===== config.mk =====
export PLATFORM = sky130hd
export DESIGN_NAME = keypad_entry_sequencer
export DESIGN_NICKNAME = d
export VERILOG_FILES = /design/src/rtl/calc_pkg.sv /design/src/rtl/keycode_decode.sv /design/src/rtl/keypad_entry_sequencer.sv
export SDC_FILE = /design/constraint.sdc
export NUM_CORES = 1
export LEC_CHECK = 0
export BUFFER_PORTS_ARGS = -buffer_cell sky130_fd_sc_hd__buf_2
export CORE_MARGIN = 1
export CORE_UTILIZATION = 35
export CTS_BUF_LIST = sky130_fd_sc_hd__clkbuf_8
export CTS_CLUSTER_DIAMETER = 40
export CTS_CLUSTER_SIZE = 14
export DETAILED_ROUTE_END_ITERATION = 7
export GPL_TIMING_DRIVEN = 0
export PLACE_DENSITY = 0.63
export SETUP_SLACK_MARGIN = 0.3
export SYNTH_ARGS = -nofsm -noshare
export SYNTH_HDL_FRONTEND = slang
export SYNTH_SLANG_ARGS = --single-unit

===== constraint.sdc =====
create_clock -name clock -period 5.8 [get_ports clock]
set_clock_uncertainty 0.15 [all_clocks]
set_input_delay 0.58 -clock clock [delete_from_list [all_inputs] [get_ports clock]]
set_output_delay 0.58 -clock clock [all_outputs]
set_load 0.1 [all_outputs]

===== src/rtl/calc_pkg.sv =====
// Shared keycode map, ALU opcode encoding and sequencer state type.
package calc_pkg;

  localparam logic [4:0] KeyEq  = 5'b00100;
  localparam logic [4:0] KeyAdd = 5'b01010;
  localparam logic [4:0] KeyMul = 5'b00010;
  localparam logic [4:0] KeySub = 5'b00011;
  localparam logic [4:0] KeyClr = 5'b00001;

  localparam logic [1:0] OpAdd = 2'b00;
  localparam logic [1:0] OpMul = 2'b01;
  localparam logic [1:0] OpSub = 2'b10;

  typedef enum logic [2:0] {
    StEntryA,
    StEntryB,
    StIssue,
    StWaitRes,
    StShowRes
  } state_e;

endpackage


===== src/rtl/keycode_decode.sv =====
// Combinational keycode classifier: hex digit, operator, equals or clear.
module keycode_decode
  import calc_pkg::*;
#(
  parameter int unsigned KEYW = 5
) (
  input  logic [KEYW-1:0] keycode,
  output logic            is_hex,
  output logic [3:0]      hex,
  output logic            is_op,
  output logic [1:0]      op,
  output logic            is_eq,
  output logic            is_clr
);

  logic [4:0] key5;
  assign key5 = keycode[4:0];

  always_comb begin
    is_hex = key5[4];
    hex    = key5[3:0];
    is_op  = 1'b0;
    op     = OpAdd;
    is_eq  = 1'b0;
    is_clr = 1'b0;
    if (!key5[4]) begin
      case (key5)
        KeyAdd: begin
          is_op = 1'b1;
          op    = OpAdd;
        end
        KeyMul: begin
          is_op = 1'b1;
          op    = OpMul;
        end
        KeySub: begin
          is_op = 1'b1;
          op    = OpSub;
        end
        KeyEq:   is_eq  = 1'b1;
        KeyClr:  is_clr = 1'b1;
        default: ;
      endcase
    end
  end

endmodule


===== src/rtl/keypad_entry_sequencer.sv =====
// Operand-entry sequencer: builds hex operands from key presses, hands them
// to the ALU over valid/ready and feeds the result back as the next A.
module keypad_entry_sequencer
  import calc_pkg::*;
#(
  parameter int unsigned DIGITS = 4,
  parameter int unsigned KEYW   = 5
) (
  input  logic                clock,
  input  logic                reset_n,
  input  logic                newkey,
  input  logic [KEYW-1:0]     keycode,
  output logic                calc_valid,
  input  logic                calc_ready,
  output logic [4*DIGITS-1:0] operand_a,
  output logic [4*DIGITS-1:0] operand_b,
  output logic [1:0]          opcode,
  input  logic                result_valid,
  input  logic [4*DIGITS-1:0] result,
  output logic [4*DIGITS-1:0] display,
  output logic                overflow,
  output logic                busy
);

  localparam int unsigned W  = 4 * DIGITS;
  localparam int unsigned CW = $clog2(DIGITS + 1);

  logic       key_is_hex, key_is_op, key_is_eq, key_is_clr;
  logic [3:0] key_hex;
  logic [1:0] key_op;

  keycode_decode #(
    .KEYW(KEYW)
  ) u_decode (
    .keycode(keycode),
    .is_hex (key_is_hex),
    .hex    (key_hex),
    .is_op  (key_is_op),
    .op     (key_op),
    .is_eq  (key_is_eq),
    .is_clr (key_is_clr)
  );

  state_e         state_q, state_d;
  logic [W-1:0]   a_q, a_d, b_q, b_d, display_q, display_d;
  logic [1:0]     op_q, op_d;
  logic [CW-1:0]  count_q, count_d;
  logic           overflow_q, overflow_d;
  logic           calc_valid_q, calc_valid_d;
  logic           full;

  assign full = (count_q >= CW'(DIGITS));

  always_comb begin
    state_d      = state_q;
    a_d          = a_q;
    b_d          = b_q;
    op_d         = op_q;
    count_d      = count_q;
    overflow_d   = overflow_q;
    calc_valid_d = calc_valid_q;

    if (newkey && key_is_clr) begin
      state_d      = StEntryA;
      a_d          = '0;
      b_d          = '0;
      op_d         = OpAdd;
      count_d      = '0;
      overflow_d   = 1'b0;
      calc_valid_d = 1'b0;
    end else begin
      case (state_q)
        StEntryA: begin
          if (newkey && key_is_hex) begin
            if (!full) begin
              a_d     = {a_q[W-5:0], key_hex};
              count_d = count_q + CW'(1);
            end else begin
              overflow_d = 1'b1;
            end
          end else if (newkey && key_is_op) begin
            op_d    = key_op;
            b_d     = '0;
            count_d = '0;
            state_d = StEntryB;
          end
        end
        StEntryB: begin
          if (newkey && key_is_hex) begin
            if (!full) begin
              b_d     = {b_q[W-5:0], key_hex};
              count_d = count_q + CW'(1);
            end else begin
              overflow_d = 1'b1;
            end
          end else if (newkey && key_is_op) begin
            op_d = key_op;
          end else if (newkey && key_is_eq && (count_q != '0)) begin
            state_d      = StIssue;
            calc_valid_d = 1'b1;
          end
        end
        StIssue: begin
          if (calc_valid_q && calc_ready) begin
            state_d      = StWaitRes;
            calc_valid_d = 1'b0;
          end
        end
        StWaitRes: begin
          if (result_valid) begin
            a_d        = result;
            overflow_d = 1'b0;
            state_d    = StShowRes;
          end
        end
        StShowRes: begin
          if (newkey && key_is_hex) begin
            a_d     = {{(W - 4){1'b0}}, key_hex};
            b_d     = '0;
            count_d = CW'(1);
            state_d = StEntryA;
          end else if (newkey && key_is_op) begin
            op_d    = key_op;
            b_d     = '0;
            count_d = '0;
            state_d = StEntryB;
          end
        end
        default: state_d = StEntryA;
      endcase
    end

    // Display is registered, so derive it from next-state values.
    case (state_d)
      StEntryB:            display_d = (count_d == '0) ? a_d : b_d;
      StIssue, StWaitRes:  display_d = b_d;
      default:             display_d = a_d;
    endcase
  end

  always_ff @(posedge clock or negedge reset_n) begin
    if (!reset_n) begin
      state_q      <= StEntryA;
      a_q          <= '0;
      b_q          <= '0;
      op_q         <= OpAdd;
      count_q      <= '0;
      overflow_q   <= 1'b0;
      calc_valid_q <= 1'b0;
      display_q    <= '0;
    end else begin
      state_q      <= state_d;
      a_q          <= a_d;
      b_q          <= b_d;
      op_q         <= op_d;
      count_q      <= count_d;
      overflow_q   <= overflow_d;
      calc_valid_q <= calc_valid_d;
      display_q    <= display_d;
    end
  end

  assign calc_valid = calc_valid_q;
  assign operand_a  = a_q;
  assign operand_b  = b_q;
  assign opcode     = op_q;
  assign display    = display_q;
  assign overflow   = overflow_q;
  assign busy       = (state_q == StIssue) || (state_q == StWaitRes);

endmodule


Word level (Yosys, flattened, before mapping)
Cells that the tools add are included.
Operators by class
  add/subtract/negate cells: 1
  reduce and logical (&&, ||, !) cells: 21
  equality and inequality tests: 20
  multiplexer cells: 55
  $lt $le $gt $ge: 1
Operator list (number)
  16-bit two-way mux: 12
  16-bit case mux with 3 select lines: 2
  3-bit two-way mux: 15
  16-bit case mux with 2 select lines: 1
  1-bit two-way mux: 15
  3-bit inequality test, second input constant: 5
  3-bit case mux with 5 select lines: 1
  3-bit by 2-bit equality test with 1-bit output, second input constant: 4
  5-bit by 2-bit equality test with 1-bit output, second input constant: 2
  2-bit two-way mux: 5
  3-bit case mux with 3 select lines: 1
  3-bit nonzero test: 3
  3-bit by 1-bit equality test with 1-bit output, second input constant: 2
  1-bit logical AND: 6
  3-bit logical NOT: 2
  3-bit by 1-bit inequality test with 1-bit output, second input constant: 2
  3-bit OR reduction: 2
  5-bit by 1-bit equality test with 1-bit output, second input constant: 1
  5-bit by 3-bit equality test with 1-bit output, second input constant: 1
  5-bit by 4-bit equality test with 1-bit output, second input constant: 1
  5-bit AND reduction: 1
  1-bit case mux with 2 select lines: 2
  2-bit case mux with 2 select lines: 1
  4-bit AND reduction: 1
  other kinds (8): 10
Storage, ports and cells
  word-level logic and storage cells: 106
  output and inout port bits: 53
  flip-flop bits (word level): 58
  bits of input ports: 26

Depth between registers and ports, before layout
Gate-level depths: netlist (run 1).
  depth after elaboration: 13
  depth in mapped cells: 9
  depth with buffers taken out: 8

By module
From an unflattened synthesis (run 1), not the netlist that was laid out.
Unflattened totals
  cells, all modules: 250
  area total of the unflattened synthesis: 2783.9 µm²
By module, submodules not included
  keypad_entry_sequencer: sequential area each 1451.4 µm², area each 2682.6 µm², times used 1, cells an instance 237
  keycode_decode: sequential area each 0.0 µm², area each 101.3 µm², times used 1, cells an instance 13

Worst setup path after synthesis (run 1)
OpenSTA, ideal clock, no wires.
  path kind: flip-flop to flip-flop
  start point: register state_q[1]
  end point: register display_q[13] (netlist: display[13])
  path slack: 2431 ps
  buffers on the path: 2
  library setup time: 128 ps
  cell stages (with the launch flop): 9
  period minus slack after synthesis: 3369 ps
  arrival time: 3092 ps
  required time: 5522 ps
  cells stage by stage: dfrtp_1 -> buf_2 -> nor2b_1 -> nand2_1 -> a221o_1 -> nand4_2 -> o21ai_4 -> buf_6 -> mux2_1
Between the ends
  word-level cells in the longest chain between the ends: 8
  elaborated cells on any way between the ends: 28
  classes of those cells: eq/ne (7); mux (18); reduce/logical (3)
RTL lines
  start, declared: line keypad_entry_sequencer.sv:44  | state_e state_q, state_d;
  start signal, assigned: line keypad_entry_sequencer.sv:143  | state_q <= StEntryA;
  start signal, assigned: line keypad_entry_sequencer.sv:152  | state_q <= state_d;
  3-bit two-way mux: line keypad_entry_sequencer.sv:98  | end else if (newkey && key_is_eq && (count_q != '0)) begin
  3-bit two-way mux: line keypad_entry_sequencer.sv:96  | end else if (newkey && key_is_op) begin
  3-bit two-way mux: line keypad_entry_sequencer.sv:89  | if (newkey && key_is_hex) begin
  3-bit case mux with 5 select lines: line keypad_entry_sequencer.sv:72  | case (state_q)
  3-bit two-way mux: line keypad_entry_sequencer.sv:63  | if (newkey && key_is_clr) begin
  3-bit by 2-bit equality test with 1-bit output: line keypad_entry_sequencer.sv:134  | case (state_d)
  2-bit OR reduction: line keypad_entry_sequencer.sv:134
  16-bit case mux with 2 select lines *: line keypad_entry_sequencer.sv:134
  net display_d[13]: line keypad_entry_sequencer.sv:45  | logic [W-1:0] a_q, a_d, b_q, b_d, display_q, display_d;
  end signal, assigned: line keypad_entry_sequencer.sv:159  | display_q <= display_d;
  end, declared: line keypad_entry_sequencer.sv:45
Mark *: on every way through the listed nets, which the timed path passes. The rest lies on a longest branch.
A chain may end at the register's enable or synchronous reset.

Final worst setup path (run 1)
  start point: input keycode[1]
  end point: register display_q[6] (netlist: display[6])
Between the ends
  word-level cells in the longest chain between the ends: 13
  elaborated cells on any way between the ends: 42
  classes of those cells: eq/ne (8); mux (27); reduce/logical (7)
RTL lines
  start, declared: line keypad_entry_sequencer.sv:12  | input logic [KEYW-1:0] keycode,
  5-bit by 3-bit equality test with 1-bit output: line keycode_decode.sv:27  | case (key5)
  1-bit two-way mux: line keycode_decode.sv:27
  1-bit two-way mux: line keycode_decode.sv:26  | if (!key5[4]) begin
  1-bit logical AND (2 in series): line keypad_entry_sequencer.sv:98
  3-bit two-way mux: line keypad_entry_sequencer.sv:98
  3-bit two-way mux: line keypad_entry_sequencer.sv:96
  3-bit two-way mux: line keypad_entry_sequencer.sv:89
  3-bit case mux with 5 select lines: line keypad_entry_sequencer.sv:72
  3-bit two-way mux: line keypad_entry_sequencer.sv:63
  3-bit by 2-bit equality test with 1-bit output: line keypad_entry_sequencer.sv:134
  2-bit OR reduction: line keypad_entry_sequencer.sv:134
  16-bit case mux with 2 select lines *: line keypad_entry_sequencer.sv:134
  net display_d[6]: line keypad_entry_sequencer.sv:45
Marked as above.

==> impl_metrics.ini, run 1 <==
[global_routing]
via_count_of_the_first_global_routing_pass = 2423
initial_antenna_violation_count = 0
met3_usage_pct = 3.89
grt_first_pass_wirelength_um = 12400
grtUsageTotal_pct = 19.7
grt_remaining_overflow = 0
global_route.peak_usage_layer = met2
grt_util_met1_pct = 26.5
grt_max_degree = 59
met2_usage_pct = 30.6

[cts]
cts_inserted_buffers = 9
cts.sinks = 58
clock_path_buffers = 2
cts_post_setup_buffers_inserted = 0
cts_tree = yes
htree_num_levels = 3
path_clk_slew_ns = 0.06
cell_chosen_for_the_clock_root = clkbuf_8
postCtsHoldBufs = 0
cts_resized = 0
clk_latency_ns = 0.34

[synthesis]
synth-async-reset-ratio_pct = 100
synth_top_family_by_area = compound AO/OA/AOI/OAI gates
synthDistinctLibCells = 49
synth-seq-cells = 58
synth_simple_gate_area_share_pct = 14.4
synth_edf_count = 0
synth_xor_xnor_area_share_pct = 0
post_synth.cell_area_avg_um2 = 11.0
syn_inst = 246
post_synthesis_net_count = 274
synth.mux.area_fraction_pct = 6.64
yosys_warnings = 0
yosysSeqAreaShare_pct = 53.5
adder_cell_area_share_of_the_yosys_netlist_pct = 0.922
dominantRegCellSynth = dfrtp_1
synth_compound_area_share_pct = 20.9
syn-cell-area_um2 = 2710

[routing]
vias_per_cell = 5.34
drt.antenna.violating_nets = 0
finalWirelength_um = 7490
routed_wire_length_per_instance_um = 17.1
drtIter0Drc = 137
drt_first_pass_iters = 4
drc = 0
vias = 2337

[sta]
worst_slew_margin_rel_pct = 51.6
min_period_ns = 2.66
timing.final.crit_share_pct = 45.9
achievable-frequency_ghz = 0.376
grt_setup_unrepaired = false
actual_slew_at_the_worst_max_slew_pin_ns = 0.726
hold_viol = 0
report.final.setup_viol = 0
report.final.slew_viol_count = 0
setup_tns_ns = 0

[layout]
drive_gt1_share_pct = 34.2
flow.area_growth_from_synthesis_pct = 25.8
antenna_cells_inserted = 0
n_fill_cell = 727
layoutNonFillerInstCount = 438
net_count_of_the_finished_layout = 363

[floorplanning]
fp.coreArea_um2 = 7370
fp.dieW_um = 90.1
ios = 79
die_height_um = 90.1
initial_utilization_pct = 36.8
rows = 31
die_area_um2 = 8110

[worst_setup_path]
timing.setup.critical_path_class = in -> reg
crit_fanout = 10
reg2reg_slack_ns = 3.20
cp.arrival_ns = 2.72
cp-start-kind = input port
rr_startpoint = state_q[0]
crit-reg2reg-capture = display[6]
timing.critical_path.to_type = flop
cp.required_ns = 5.86
worst_r2r_path_depth = 8

[placement]
dp_cells = 423
post-dp-hpwl_um = 5370
globalplace.congestion = 0.899
port_buffers = 78

[outcome]
status = finished, final reports clean

[job]
drv_cap = 0

[hold_path]
worstHoldPathType = in -> async
-- cells in the mapped netlist, drive strengths merged (2+ instances only) --
cell type,n,area (µm²)
mux2,16,180
nor2,11,41.3
inv,5,18.8
clkbuf,7,26.3
nand4,4,31.3
nand2,29,109
nor3,3,20.0
dfrtp,58,1450
nor2b,4,25.0
a221o,2,20.0
buf,9,53.8
a22oi,16,120
and3,2,12.5
o21ai,19,106
nand3,3,20.0
ha,2,25.0
a21oi,11,58.8
nand2b,2,12.5
a22o,17,149
nand3b,3,22.5
a31oi,2,12.5
a21o,2,15.0
-- sequential cells by signal, summed over array words and instances (netlist names) --
| name | count |
|---|---|
| calc_valid | 1 |
| count_q | 3 |
| display | 16 |
| opcode | 2 |
| operand_a | 16 |
| operand_b | 16 |
| overflow | 1 |
| state_q | 3 |
-- cell type report --
type                    instances  area (µm²)  area share (%)
multi-input cells             167        1160            34.1
inverters                       5        18.8           0.550
repair buffers                 78         393            11.5
flip-flops and latches         58        1450            42.5
clock inverters                 6        58.8            1.72
well taps                      99         124            3.63
plain buffers                  16        80.1            2.35
clock buffers                   9         124            3.63
-- routing by layer --
layer | vias up | share of wire, % | routed length, µm
met4 | 0 | 2.2 | 165
met1 | 1141 | 46 | 3450
li1 | 1097 | - | -
met5 | - | 0 | 0
met3 | 14 | 5.2 | 387
met2 | 85 | 47 | 3480
-- cell usage in the layout (no fill, tap or decap), types with 2 or more instances in the layout --
cell type and n:
clkbuf_1 7, a31oi_1 2, nand2_1 29, a221o_1 2, a21o_1 2, buf_2 84
nand3b_1 3, inv_1 5, clkinv_2 4, a22oi_1 16, clkbuf_8 9, nor3_1 2
nand4_1 3, buf_4 2, nor2b_1 4, dfrtp_1 58, a21oi_1 10, o21ai_0 18
nor2_1 11, and3_1 2, ha_1 2, a22o_1 17, mux2_2 6, nand2b_1 2
nand3_1 2, mux2_1 10
-- critical path, stage by stage --
cell,delay [ns]
buf_2,0.14
nor4b_4,0.37
nand3b_1,0.28
o2111ai_1,0.25
nand4_2,0.19
o21ai_4,0.34
buf_6,0.21
mux2_1,0.34
-- worst max-delay path by stage --
stage | startpoint | endpoint | slack (ns) | depth (start not counted)
final | keycode[1] | display[6] | 3.14 | 8
after global routing | count_q[2] | display[11] | 3.05 | 8
after CTS | keycode[1] | display[6] | 3.18 | 8
after detailed placement | keycode[1] | display[6] | 2.83 | 8
after global placement | keycode[1] | display[6] | 2.81 | 8
after floorplan | state_q[1] | display[13] | 2.43 | 8
-- cell families after synthesis --
kind of cell               Yosys count
AOI/OAI and AO/OA                   78
adders and majority gates            2
buffers and inverters               21
DFF                                 58
muxes                               16
and+or+nand+nor                     71
-- stage by stage --
step / setup WS (ns) / area, µm² / utilization, % / hold WS (ns)
finish: 3.14 / 3410 / 46.3 / 0.136
global route: 3.05 / 3410 / 46.3 / 0.202
CTS: 3.18 / 3410 / 46.3 / 0.346
detailed placement: 2.83 / 3230 / 43.8 / 0.332
global placement: 2.81 / 3230 / 43.8 / 0.329
floorplan: 2.43 / 2710 / - / 0.134
Power of run 1 is left out: the tool's default activity adds up to more than one toggle a clock period on the data nets, which glitch-free logic cannot reach.
==> inputs of run 2 (changes only) <==
==> constraint.sdc (replaced) <==
create_clock -name clock -period 2.6 [get_ports clock]
set_clock_uncertainty 0.15 [all_clocks]
set_input_delay 0.26 -clock clock [delete_from_list [all_inputs] [get_ports clock]]
set_output_delay 0.26 -clock clock [all_outputs]
set_load 0.1 [all_outputs]
==> run 2 against run 1 <==
Against the previous run: worst hold slack worse by 0.015 ns; non-clock buffer count is 11 higher; highest routed layer unchanged; register-to-register slack worse by 3.0 ns; critical path depth is 1 higher; cell count is 2.5% higher; global-route usage is 0.55 points higher; count of clock-buffer cells in the layout stayed put; die area stayed put; utilization is 3.5 points higher; sequential share of layout area is 3.0 points lower; setup slack worse by 2.9 ns.
==> impl_metrics.ini, run 2 (synthesized netlist as in run 1, its figures left out) <==
[outcome]
status = finished, final reports clean

[job]
drv_cap = 0

[floorplanning]
die_height_um = 90.1
fp.dieW_um = 90.1
fp.coreArea_um2 = 7370
ios = 79
initial_utilization_pct = 36.8
die_area_um2 = 8110
rows = 31

[worst_setup_path]
crit-reg2reg-capture = display[14]
path_depth = 9
critical-path-max-stage-delay_ns = 0.37
path_cells = buf_6 -> or2_4 -> buf_8 -> o2111a_1 -> nand3b_1 -> o21ai_4 -> buf_12 -> buf_16 -> mux2_4
rr_startpoint = state_q[1]
timing.critical_path.to_type = flop
path_delay_family = buffers and inverters
worst_r2r_path_depth = 9
crit_path_start = state_q[1]
critical_path.slowest_cell = dfrtp_1
crit_fanout = 7
cp.required_ns = 2.66
timing.setup.critical_path_class = reg -> reg
cp-endpoint = display[14]
reg2reg_slack_ns = 0.21
cp-start-kind = flop
crit_buf_inv = 4
cp.arrival_ns = 2.45

[layout]
layout.cell_area.non_filler_um2 = 3670
final_cell_mix = 80 x buf_2, 58 x dfrtp_1, 29 x nand2_1
drive_gt1_share_pct = 41.1
antenna_cells_inserted = 0
net_count_of_the_finished_layout = 374
mostFrequentLayoutCell = buf_2
flow.area_growth_from_synthesis_pct = 35.2

[global_routing]
via_count_of_the_first_global_routing_pass = 2440
grtUsageTotal_pct = 20.3
initial_antenna_violation_count = 0
grt_first_pass_wirelength_um = 12800
grt_remaining_overflow = 0
grt_max_degree = 59

[cts]
cts.sinks = 58
cts_inserted_buffers = 9
htree_num_levels = 3
clock_path_buffers = 2
path_clk_slew_ns = 0.06
cts_tree = yes
cell_chosen_for_the_clock_root = clkbuf_8
clk_latency_ns = 0.33

[sta]
report.final.slew_viol_count = 0
actual_slew_at_the_worst_max_slew_pin_ns = 0.740
min_period_ns = 2.39
hold_viol = 0
worst_slew_margin_rel_pct = 50.6
report.final.setup_viol = 0
grt_setup_unrepaired = true
achievable-frequency_ghz = 0.418
timing.final.crit_share_pct = 92.0

[routing]
routed_wire_length_per_instance_um = 17.5
drt_first_pass_iters = 5
vias_per_cell = 5.42
drtIter0Drc = 185
drc = 0
drt.antenna.violating_nets = 0
vias = 2435
finalWirelength_um = 7860

[placement]
post_dp_cell_area_um2 = 3240
port_buffers = 78
globalplace.congestion = 0.841
post-dp-hpwl_um = 5350

[hold_path]
worstHoldPathType = in -> reg
run 2: how the worst min path moves through the flow:
stage	cells after the start	startpoint	end
after floorplan	0	reset_n	calc_valid
after detailed placement	2	opcode[1]	opcode[1]
final	2	keycode[0]	opcode[0]
after global placement	2	opcode[1]	opcode[1]
after global routing	2	keycode[0]	opcode[0]
after CTS	2	keycode[0]	opcode[0]
run 2: repair_timing:
action                     CTS  global route
setup endpoints to repair   36            26
gates resized for setup     23            12
hold buffers                 0             1
gates cloned                 1             0
buffers inserted             9             0
hold endpoints to repair     0            58
pin swaps                    2             1
run 2: worst reg2reg max path: stages (launching register included):
cell and delay [ns]:
dfrtp_1 0.37, buf_6 0.13, or2_4 0.25, buf_8 0.13, o2111a_1 0.24, nand3b_1 0.21, o21ai_4 0.24, buf_12 0.15
buf_16 0.12, mux2_4 0.29
run 2: routing by layer:
layer  track usage, %  up-vias  share of wire (%)
li1                 -     1115                  -
met1             27.7     1214                 47
met2             31.9       96                 46
met3             3.89       10                5.5
met4             7.66        0                1.3
met5                0        -                  0
run 2: layout make-up:
type / count / area, µm²
fillers: 717 / 3700
flip-flops and latches: 58 / 1450
multi-input cells: 167 / 1240
repair buffers: 89 / 514
clock buffers: 9 / 124
well taps: 99 / 124
plain buffers: 16 / 119
clock inverters: 6 / 76.3
inverters: 5 / 18.8
run 2: metrics by stage:
stage / std cells / worst slack (ns) / utilization, % / hold slack (ns) / setup TNS, ns
2_1_floorplan: 246 / 0.266 / - / -0.186 / 0
3_3_place_gp: 423 / -0.0991 / 44.0 / 0.313 / -0.942
3_5_place_dp: 423 / -0.109 / 44.0 / 0.326 / -0.990
4_1_cts: 448 / 0.214 / 49.2 / 0.0912 / 0
5_1_grt: 449 / 0.147 / 49.8 / 0.117 / 0
6_report: 449 / 0.207 / 49.8 / 0.122 / 0
Power of run 2 is left out for the same reason.
==> inputs of run 3 (changes only) <==
--- a/config.mk
+++ b/config.mk
@@ -6,14 +6,16 @@
 export NUM_CORES = 1
 export LEC_CHECK = 0
 export BUFFER_PORTS_ARGS = -buffer_cell sky130_fd_sc_hd__buf_2
+export CORE_ASPECT_RATIO = 0.5
 export CORE_MARGIN = 1
-export CORE_UTILIZATION = 35
+export CORE_UTILIZATION = 53
 export CTS_BUF_LIST = sky130_fd_sc_hd__clkbuf_8
 export CTS_CLUSTER_DIAMETER = 40
 export CTS_CLUSTER_SIZE = 14
 export DETAILED_ROUTE_END_ITERATION = 7
 export GPL_TIMING_DRIVEN = 0
-export PLACE_DENSITY = 0.63
+export PLACE_DENSITY = 0.86
+export REMOVE_ABC_BUFFERS = 1
 export SETUP_SLACK_MARGIN = 0.3
 export SYNTH_ARGS = -nofsm -noshare
 export SYNTH_HDL_FRONTEND = slang
==> run 3 against run 2 <==
Against the previous run: non-clock buffer count shrank 7; die area shrank 33%; cell area shrank 0.48%; global-route usage grew 10 points; sequential share of layout area grew 0.33 points; critical path depth shrank 3; register-to-register slack gained 0.02 ns; count of clock-buffer cells in the layout grew 1; via count grew 9.1%.
==> impl_metrics.ini, run 3 (synthesized netlist as in run 1, its figures left out) <==
[outcome]
status = finished, final reports clean

[placement]
globalplace.congestion = 0.897
port_buffers = 78
post-dp-hpwl_um = 4670

[sta]
report.final.slew_viol_count = 0
actual_slew_at_the_worst_max_slew_pin_ns = 0.723
grt_setup_unrepaired = true
timing.final.crit_share_pct = 91.1
achievable-frequency_ghz = 0.422
worst_slew_margin_rel_pct = 51.8
timing.hold.ws_ns = 0.0987
hold_viol = 0
report.final.setup_viol = 0
min_period_ns = 2.37

[worst_setup_path]
worst_r2r_path_depth = 6
crit_buf_inv = 1
crit_fanout = 8
cp.required_ns = 2.68
critical-path-max-stage-delay_ns = 0.56
path_depth = 6
cp.arrival_ns = 2.44
cp-start-kind = flop
timing.setup.critical_path_class = reg -> reg
timing.critical_path.to_type = flop
critical_path.slowest_cell = or4_4
path_cells = or4_4 -> nand4_1 -> nand3b_1 -> o21ai_4 -> clkbuf_16 -> mux2_2
path_delay_family = simple AND/OR/NAND/NOR gates

[floorplanning]
die_area_um2 = 5430
initial_utilization_pct = 58.3
rows = 17
ios = 79
die_height_um = 52.6
fp.coreArea_um2 = 4660
fp.dieW_um = 103

[routing]
drt_first_pass_iters = 5
drtIter0Drc = 324
finalWirelength_um = 9020
drc = 0
drt.antenna.violating_nets = 0
vias = 2657
vias_per_cell = 6.48
routed_wire_length_per_instance_um = 22.0

[cts]
clock_path_buffers = 2
clk_latency_ns = 0.35
htree_num_levels = 3
cts_tree = yes
cts_inserted_buffers = 9
cts.sinks = 58
path_clk_slew_ns = 0.07
cell_chosen_for_the_clock_root = clkbuf_8

[layout]
antenna_cells_inserted = 0
n_fill_cell = 265
net_count_of_the_finished_layout = 368
flow.area_growth_from_synthesis_pct = 34.6
final_cell_mix = 77 x buf_2, 54 x dfrtp_1, 29 x nand2_1
mostFrequentLayoutCell = buf_2
drive_gt1_share_pct = 43.3

[global_routing]
grt_remaining_overflow = 0
via_count_of_the_first_global_routing_pass = 2340
initial_antenna_violation_count = 0
grt_max_degree = 59
grt_first_pass_wirelength_um = 11700
grtUsageTotal_pct = 30.2

[job]
drv_cap = 0

[hold_path]
worstHoldPathType = in -> reg
hold_crit_depth = 2
## run 3: layout make-up
class | instances | area, µm² | area share [%]
sequential | 58 | 1460 | 39.9
tap | 66 | 82.6 | 2.26
inverter | 5 | 18.8 | 0.514
multi-input combinational | 168 | 1290 | 35.2
clock inverter | 5 | 47.5 | 1.30
timing repair buffer | 98 | 623 | 17.1
clock buffer | 10 | 138 | 3.77
## run 3: repair_timing
action | in CTS | in global routing
hold endpoints to repair | 0 | 58
setup endpoints to repair | 48 | 16
buffers inserted | 4 | 14
gates resized for setup | 13 | 24
pin swaps | 4 | 10
hold buffers | 0 | 1
gates cloned | 0 | 2
## run 3: through the flow
step | util (%) | cell area [µm²] | instances | setup TNS [ns] | worst slack [ns]
after floorplan | - | 2630 | 230 | -30.30 | -1.10
after global placement | 66.7 | 3110 | 374 | -14.89 | -0.654
after detailed placement | 66.7 | 3110 | 374 | -16.79 | -0.690
after CTS | 72.8 | 3390 | 393 | 0 | 0.312
after global routing | 78.4 | 3650 | 410 | 0 | 0.228
final | 78.4 | 3650 | 410 | 0 | 0.232
## run 3: final timing paths
kind                            start            end  slack, ns
max                        state_q[1]     display[4]       0.23
min                        keycode[0]      opcode[0]        0.1
max reg2reg                state_q[1]     display[4]       0.23
min reg2reg                 opcode[1]      opcode[1]       0.32
max in group asynchronous     reset_n     count_q[2]       1.40
min in group asynchronous     reset_n  operand_b[10]       0.38
## run 3: routing by layer
metal	vias to the layer above	part of all wire (%)	track usage, %
li1	1097	-	-
met1	1296	37	38.4
met5	-	0	0
met3	48	12	9.60
met4	0	4.2	13.4
met2	216	47	48.0
Power of run 3 is left out for the same reason.
